### config.mk
export PLATFORM = sky130hd
export DESIGN_NAME = diff_patch_flat
export DESIGN_NICKNAME = d
export VERILOG_FILES = /design/src/rtl/diff_patch_pkg.sv /design/src/rtl/diff_patch_if.sv /design/src/rtl/diff_bit_toggle.sv /design/src/rtl/diff_patch.sv /design/src/flat_wrapper.sv
export SDC_FILE = /design/constraint.sdc
export NUM_CORES = 1
export LEC_CHECK = 0
export CAP_MARGIN = 10
export CORE_UTILIZATION = 48
export DETAILED_ROUTE_END_ITERATION = 8
export GPL_TIMING_DRIVEN = 0
export PLACE_DENSITY = 0.83
export RECOVER_POWER = 25
export SKIP_CTS_REPAIR_TIMING = 1
export SLEW_MARGIN = 20
export SYNTH_ARGS = -nofsm -noshare
export SYNTH_HDL_FRONTEND = slang
export SYNTH_HIERARCHICAL = 1
export SYNTH_SLANG_ARGS = --single-unit
### constraint.sdc
create_clock -name clk -period 1.55 [get_ports clk]
set_input_delay 0.155 -clock clk [delete_from_list [all_inputs] [get_ports clk]]
set_output_delay 0.155 -clock clk [all_outputs]
set_load 0.03 [all_outputs]
### src/rtl/diff_patch_pkg.sv
// Shared definitions for the diff / diff_patch bit-difference units.
// Holds the FSM encoding, default widths and the saturating counter helper.
package diff_patch_pkg;

  localparam int DP_WIDTH = 32;
  localparam int DP_IDXW  = 5;
  localparam int DP_CNTW  = 6;

  typedef enum logic [1:0] {
    ST_IDLE = 2'd0,
    ST_ACC  = 2'd1,
    ST_DONE = 2'd2
  } dp_state_e;

  // Counters of up to 16 bits share this helper; callers cast in and out.
  function automatic logic [15:0] sat_inc(input logic [15:0] v, input logic [15:0] cap);
    return (v >= cap) ? v : v + 16'd1;
  endfunction

endpackage

### src/rtl/diff_patch_if.sv
// Control, index-stream and result bundle for diff_patch.
// master = control/write-back side, slave = diff_patch.
interface diff_patch_if import diff_patch_pkg::*; #(
  parameter int WIDTH = DP_WIDTH,
  parameter int IDXW  = DP_IDXW,
  parameter int CNTW  = DP_CNTW
);
  logic             start;
  logic [WIDTH-1:0] base;
  logic             no_idx;
  logic             abort;
  logic             idx_valid;
  logic             idx_ready;
  logic [IDXW-1:0]  idx;
  logic             idx_last;
  logic             out_valid;
  logic             out_ready;
  logic [WIDTH-1:0] out;
  logic             ifequal;
  logic [CNTW-1:0]  flips;
  logic             err;
  logic             busy;

  modport master (
    output start, base, no_idx, abort, idx_valid, idx, idx_last, out_ready,
    input  idx_ready, out_valid, out, ifequal, flips, err, busy
  );

  modport slave (
    input  start, base, no_idx, abort, idx_valid, idx, idx_last, out_ready,
    output idx_ready, out_valid, out, ifequal, flips, err, busy
  );
endinterface

### src/rtl/diff_bit_toggle.sv
// Combinational single-bit toggle: res = word ^ (1 << idx), flagging idx >= WIDTH.
// An out-of-range index matches no bit, so the word passes through unchanged.
module diff_bit_toggle #(
  parameter int WIDTH = 32,
  parameter int IDXW  = 5
) (
  input  logic [WIDTH-1:0] word,
  input  logic [IDXW-1:0]  idx,
  output logic [WIDTH-1:0] res,
  output logic             oor
);
  assign oor = 32'(idx) >= WIDTH;

  for (genvar b = 0; b < WIDTH; b++) begin : g_bit
    assign res[b] = word[b] ^ (32'(idx) == b);
  end
endmodule

### src/rtl/diff_patch.sv
// Rebuilds a target word from a base word and a stream of differing-bit indices.
// IDLE -> ACC (one index per cycle) -> DONE (result held until out handshake).
module diff_patch import diff_patch_pkg::*; #(
  parameter int WIDTH = DP_WIDTH,
  parameter int IDXW  = DP_IDXW,
  parameter int CNTW  = DP_CNTW
) (
  input logic         clk,
  input logic         rst_n,
  diff_patch_if.slave bus
);
  localparam logic [15:0] FLIP_MAX = 16'((1 << CNTW) - 1);

  dp_state_e        state;
  logic [WIDTH-1:0] base_q, acc, tog, out_q;
  logic [CNTW-1:0]  flips_q;
  logic             ifequal_q, err_q, oor;

  diff_bit_toggle #(.WIDTH(WIDTH), .IDXW(IDXW)) u_tog (
    .word (acc),
    .idx  (bus.idx),
    .res  (tog),
    .oor  (oor)
  );

  // abort masks idx_ready so a same-cycle index is never consumed.
  assign bus.idx_ready = (state == ST_ACC) && !bus.abort;
  assign bus.out_valid = (state == ST_DONE);
  assign bus.busy      = (state != ST_IDLE);
  assign bus.out       = out_q;
  assign bus.ifequal   = ifequal_q;
  assign bus.flips     = flips_q;
  assign bus.err       = err_q;

  always_ff @(posedge clk or negedge rst_n) begin
    if (!rst_n) begin
      state     <= ST_IDLE;
      base_q    <= '0;
      acc       <= '0;
      out_q     <= '0;
      flips_q   <= '0;
      ifequal_q <= 1'b0;
      err_q     <= 1'b0;
    end else if (bus.abort) begin
      state <= ST_IDLE;
    end else begin
      case (state)
        ST_IDLE: if (bus.start) begin
          base_q  <= bus.base;
          acc     <= bus.base;
          flips_q <= '0;
          err_q   <= 1'b0;
          if (bus.no_idx) begin
            out_q     <= bus.base;
            ifequal_q <= 1'b1;
            state     <= ST_DONE;
          end else begin
            state <= ST_ACC;
          end
        end
        ST_ACC: if (bus.idx_valid) begin
          acc     <= tog;
          flips_q <= CNTW'(sat_inc(16'(flips_q), FLIP_MAX));
          if (oor) err_q <= 1'b1;
          // Result registered on the last index so it stays put after DONE.
          if (bus.idx_last) begin
            out_q     <= tog;
            ifequal_q <= (tog == base_q);
            state     <= ST_DONE;
          end
        end
        ST_DONE: if (bus.out_ready) state <= ST_IDLE;
        default: state <= ST_IDLE;
      endcase
    end
  end
endmodule

### src/flat_wrapper.sv
// flat-port wrapper written by rule: the top's interface ports become plain ports
module diff_patch_flat import diff_patch_pkg::*;
#(
  parameter int WIDTH = DP_WIDTH,
  parameter int IDXW  = DP_IDXW,
  parameter int CNTW  = DP_CNTW
)
  (clk, rst_n, bus_start, bus_base, bus_no_idx, bus_abort, bus_idx_valid, bus_idx, bus_idx_last, bus_out_ready, bus_idx_ready, bus_out_valid, bus_out, bus_ifequal, bus_flips, bus_err, bus_busy);
  diff_patch_if #(.WIDTH(WIDTH), .IDXW(IDXW), .CNTW(CNTW)) bus_i ();
  input logic clk;
  input logic rst_n;
  input wire logic [$bits(bus_i.start)-1:0] bus_start;
  input wire logic [$bits(bus_i.base)-1:0] bus_base;
  input wire logic [$bits(bus_i.no_idx)-1:0] bus_no_idx;
  input wire logic [$bits(bus_i.abort)-1:0] bus_abort;
  input wire logic [$bits(bus_i.idx_valid)-1:0] bus_idx_valid;
  input wire logic [$bits(bus_i.idx)-1:0] bus_idx;
  input wire logic [$bits(bus_i.idx_last)-1:0] bus_idx_last;
  input wire logic [$bits(bus_i.out_ready)-1:0] bus_out_ready;
  output wire logic [$bits(bus_i.idx_ready)-1:0] bus_idx_ready;
  output wire logic [$bits(bus_i.out_valid)-1:0] bus_out_valid;
  output wire logic [$bits(bus_i.out)-1:0] bus_out;
  output wire logic [$bits(bus_i.ifequal)-1:0] bus_ifequal;
  output wire logic [$bits(bus_i.flips)-1:0] bus_flips;
  output wire logic [$bits(bus_i.err)-1:0] bus_err;
  output wire logic [$bits(bus_i.busy)-1:0] bus_busy;
  assign bus_i.start = bus_start;
  assign bus_i.base = bus_base;
  assign bus_i.no_idx = bus_no_idx;
  assign bus_i.abort = bus_abort;
  assign bus_i.idx_valid = bus_idx_valid;
  assign bus_i.idx = bus_idx;
  assign bus_i.idx_last = bus_idx_last;
  assign bus_i.out_ready = bus_out_ready;
  assign bus_idx_ready = bus_i.idx_ready;
  assign bus_out_valid = bus_i.out_valid;
  assign bus_out = bus_i.out;
  assign bus_ifequal = bus_i.ifequal;
  assign bus_flips = bus_i.flips;
  assign bus_err = bus_i.err;
  assign bus_busy = bus_i.busy;
  diff_patch #(.WIDTH(WIDTH), .IDXW(IDXW), .CNTW(CNTW)) u_core (.clk(clk), .rst_n(rst_n), .bus(bus_i));
endmodule
==> out/metrics.yaml <==
critPathKind: "in2reg"
startpoint: "bus_idx[1]"
syn_inst: 495
drtIter0Drc: 316
grt_pass1_wl_um: 21600
clkTransAtPathRegs_ns: 0.10
synth_top_area_share_pct: 50.7
ios: 88
yosysSeqAreaShare_pct: 50.7
htree_levels: 3
syn_area_per_cell_um2: 10.6
dieWidth_um: 106
core_area_um2: 10500
end_kind: "register"
final_nets: 670
yosys_warnings: 6
synth_edf_count: 0
clockBufferDepth: 2
die_h_um: 106
holdPathStages: 2
finalCriticalPeriod_ns: 1.96
worstReg2RegEnd: "u_core/bus.ifequal"
syn_to_final_growth_pct: 43.7
path_max_fanout: 8
final_common_cell: "dfrtp_1"
finalSetupViolations: 105
cts_sinks: 106
violations: "setup timing"
ys_ff_latch: 106
peakVddDrop_mv: 0.703
rsz0062_at_grt: "true"
dp_hpwl_um: 9830
dieArea_um2: 11300
cts_root_buffer: "clkbuf_8"
design_area_um2: 7520
yosys-top-cells-area: "dfrtp_1 51%, xnor2_1 8.0%, mux2_2 6.9%"
crit_path_start_kind: "input pin"
async_flop_share_pct: 100
grtUsageTotal_pct: 25.2
synth.distinct_cells: 40
globalRouteOverflowTotal: 0
tritoncts: "yes"
max_stage_delay_ns: 0.31
cp_cell_sequence: "clkbuf_4 -> nand3b_1 -> nor3_2 -> xor2_1 -> xnor2_1 -> nand4_1 -> nor4_2 -> nand2_1 -> a31oi_1"
syn-num-nets: 541
clk_latency_ns: 0.37
r2r_start: "u_core/acc[28]"
drtAntennaViolNets: 0
leakagePower_nw: 3.50
grt_max_degree: 58
cts_buffers: 9
slew_headroom_pct: 21.8
holdWs_ns: 0.426
viasPerCell: 5.76
worstHoldStart: "bus_base[11]"
r2r_setup_slack_ns: -0.36
via_count: 4410
synth_top_flop_cell: "dfrtp_1"
r2r_cells: 6
setup_slack_ns: -0.408
max_freq_ghz: 0.511
diodes: 0
finalClockSkew_ns: 0.0122
gp_congestion: 0.882
drv_slew: 0
run_status: "finished with violations"
drt-wirelength-per-cell_um: 20.7
cpMaxStageDelayCell: "xor2_1"
grt_antenna_before_repair: 0
initial_core_util_pct: 50.0
arrival_ns: 2.22
worstPathRequired_ns: 1.82
worstMarginPinSlew_ns: 1.17
drive_above_1_share_pct: 27.2
p_per_area_nw_per_um2: 1350
fillers: 671
dr.pass1.iters: 5
final_cell_mix: "106 x dfrtp_1, 47 x nand2_1, 44 x nor2_1"
maxCapViolations: 0
wirelength_um: 15800
num_rows: 37
worst_hold_path_type: "in2reg"
yosys.area.top_type: "dfrtp_1"
syn_area_um2: 5240
timing.final.crit_share_pct: 126
placed_cell_area_um2: 6330
finalHoldViolCount: 0
grt_pass1_vias: 4219
drc: 0
port_buffers: 87
holdPathEnd: "u_core/base_q[11]"
[worst max-delay path by stage]
stage	to	slack, ns
floorplan	u_core/bus.out[0]	0.001
global placement	u_core/bus.out[25]	-3.59
detailed placement	u_core/bus.ifequal	-1.09
CTS	u_core/bus.ifequal	-0.75
global route	u_core/bus.ifequal	-0.46
finish	u_core/bus.ifequal	-0.41
[per-stage QoR]
step,util (%),TNS (ns),setup WS [ns],cells,power (mW)
finish,71.9,-18.56,-0.408,765,10.2
global route,71.9,-26.64,-0.464,765,10.6
CTS,63.2,-26.92,-0.746,735,9.59
detailed placement,60.5,-35.51,-1.09,719,7.35
global placement,60.3,-411.85,-3.59,718,7.21
floorplan,-,0,0.00121,495,6.04
[area by class of cell]
class / instances / area (um2) / share of cell area [%]
flip-flops and latches: 106 / 2650 / 35.3
clock inverters: 6 / 136 / 1.81
repair buffers: 118 / 1280 / 17.1
clock buffers: 10 / 138 / 1.83
multi-input cells: 362 / 2830 / 37.6
well taps: 136 / 170 / 2.26
plain buffers: 27 / 315 / 4.19
[cell families (layout without fill, tap and decap cells)]
| kind of cell | Yosys count | after routing | share of synthesized area (%) |
|---|---|---|---|
| other | 1 | 1 | 0.0716 |
| flip-flops | 106 | 106 | 50.7 |
| AND/OR/NAND/NOR | 148 | 148 | 13.3 |
| adder cells (fa/ha/maj) | 1 | 1 | 0.239 |
| buffers and inverters | 27 | 161 | 2.92 |
| XOR/XNOR | 64 | 64 | 10.7 |
| multiplexers | 64 | 64 | 13.0 |
| AO/OA/AOI/OAI | 84 | 84 | 9.13 |
[flip-flops by register name, indices dropped and copies added, names as in the netlist]
signal	count
u_core/bus.out	32
u_core/state	2
u_core/bus.ifequal	1
u_core/bus.flips	6
u_core/bus.err	1
u_core/base_q	32
u_core/acc	32
[layer usage]
metal / global-route usage (%) / vias to the layer above / share of wire, %
li1: - / 1952 / -
met1: 33.4 / 2202 / 41
met2: 40.6 / 211 / 49
met3: 5.89 / 45 / 7.2
met4: 8.71 / 0 / 3.1
met5: 0 / - / 0
[where the power goes]
| part | leakage (nW) | internal (mW) | switching [mW] |
|---|---|---|---|
| clock | 0.133 | 1.29 | 0.956 |
| combinational | 2.10 | 1.85 | 2.07 |
| sequential | 1.26 | 3.47 | 0.527 |
| total | 3.50 | 6.61 | 3.55 |
[synth_stat cells, types with 2 or more instances]
cell type and instances:
dfrtp_1 106, nor2_1 51, nand2_1 50, xnor2_1 48, o21ai_0 36, mux2_2 32
mux2i_1 32, a21oi_1 30, buf_2 16, xor2_1 16, nand4_1 9, nand3_1 8
a21oi_2 7, nor2b_1 5, nor3_1 5, buf_4 4, clkbuf_1 4, nand2b_1 4
a31oi_1 3, nand3b_1 3, nor3b_2 3, and3_1 2, buf_6 2, nor3_2 2
nor4_1 2
[worst max-delay path, delay by kind of cell]
kind,cells,cell delay (ns)
compound gates,1,0.26
xor+xnor,2,0.49
buf+inv,1,0.20
simple gates,5,1.11
Note: power is estimated with default switching activity, not from simulation.
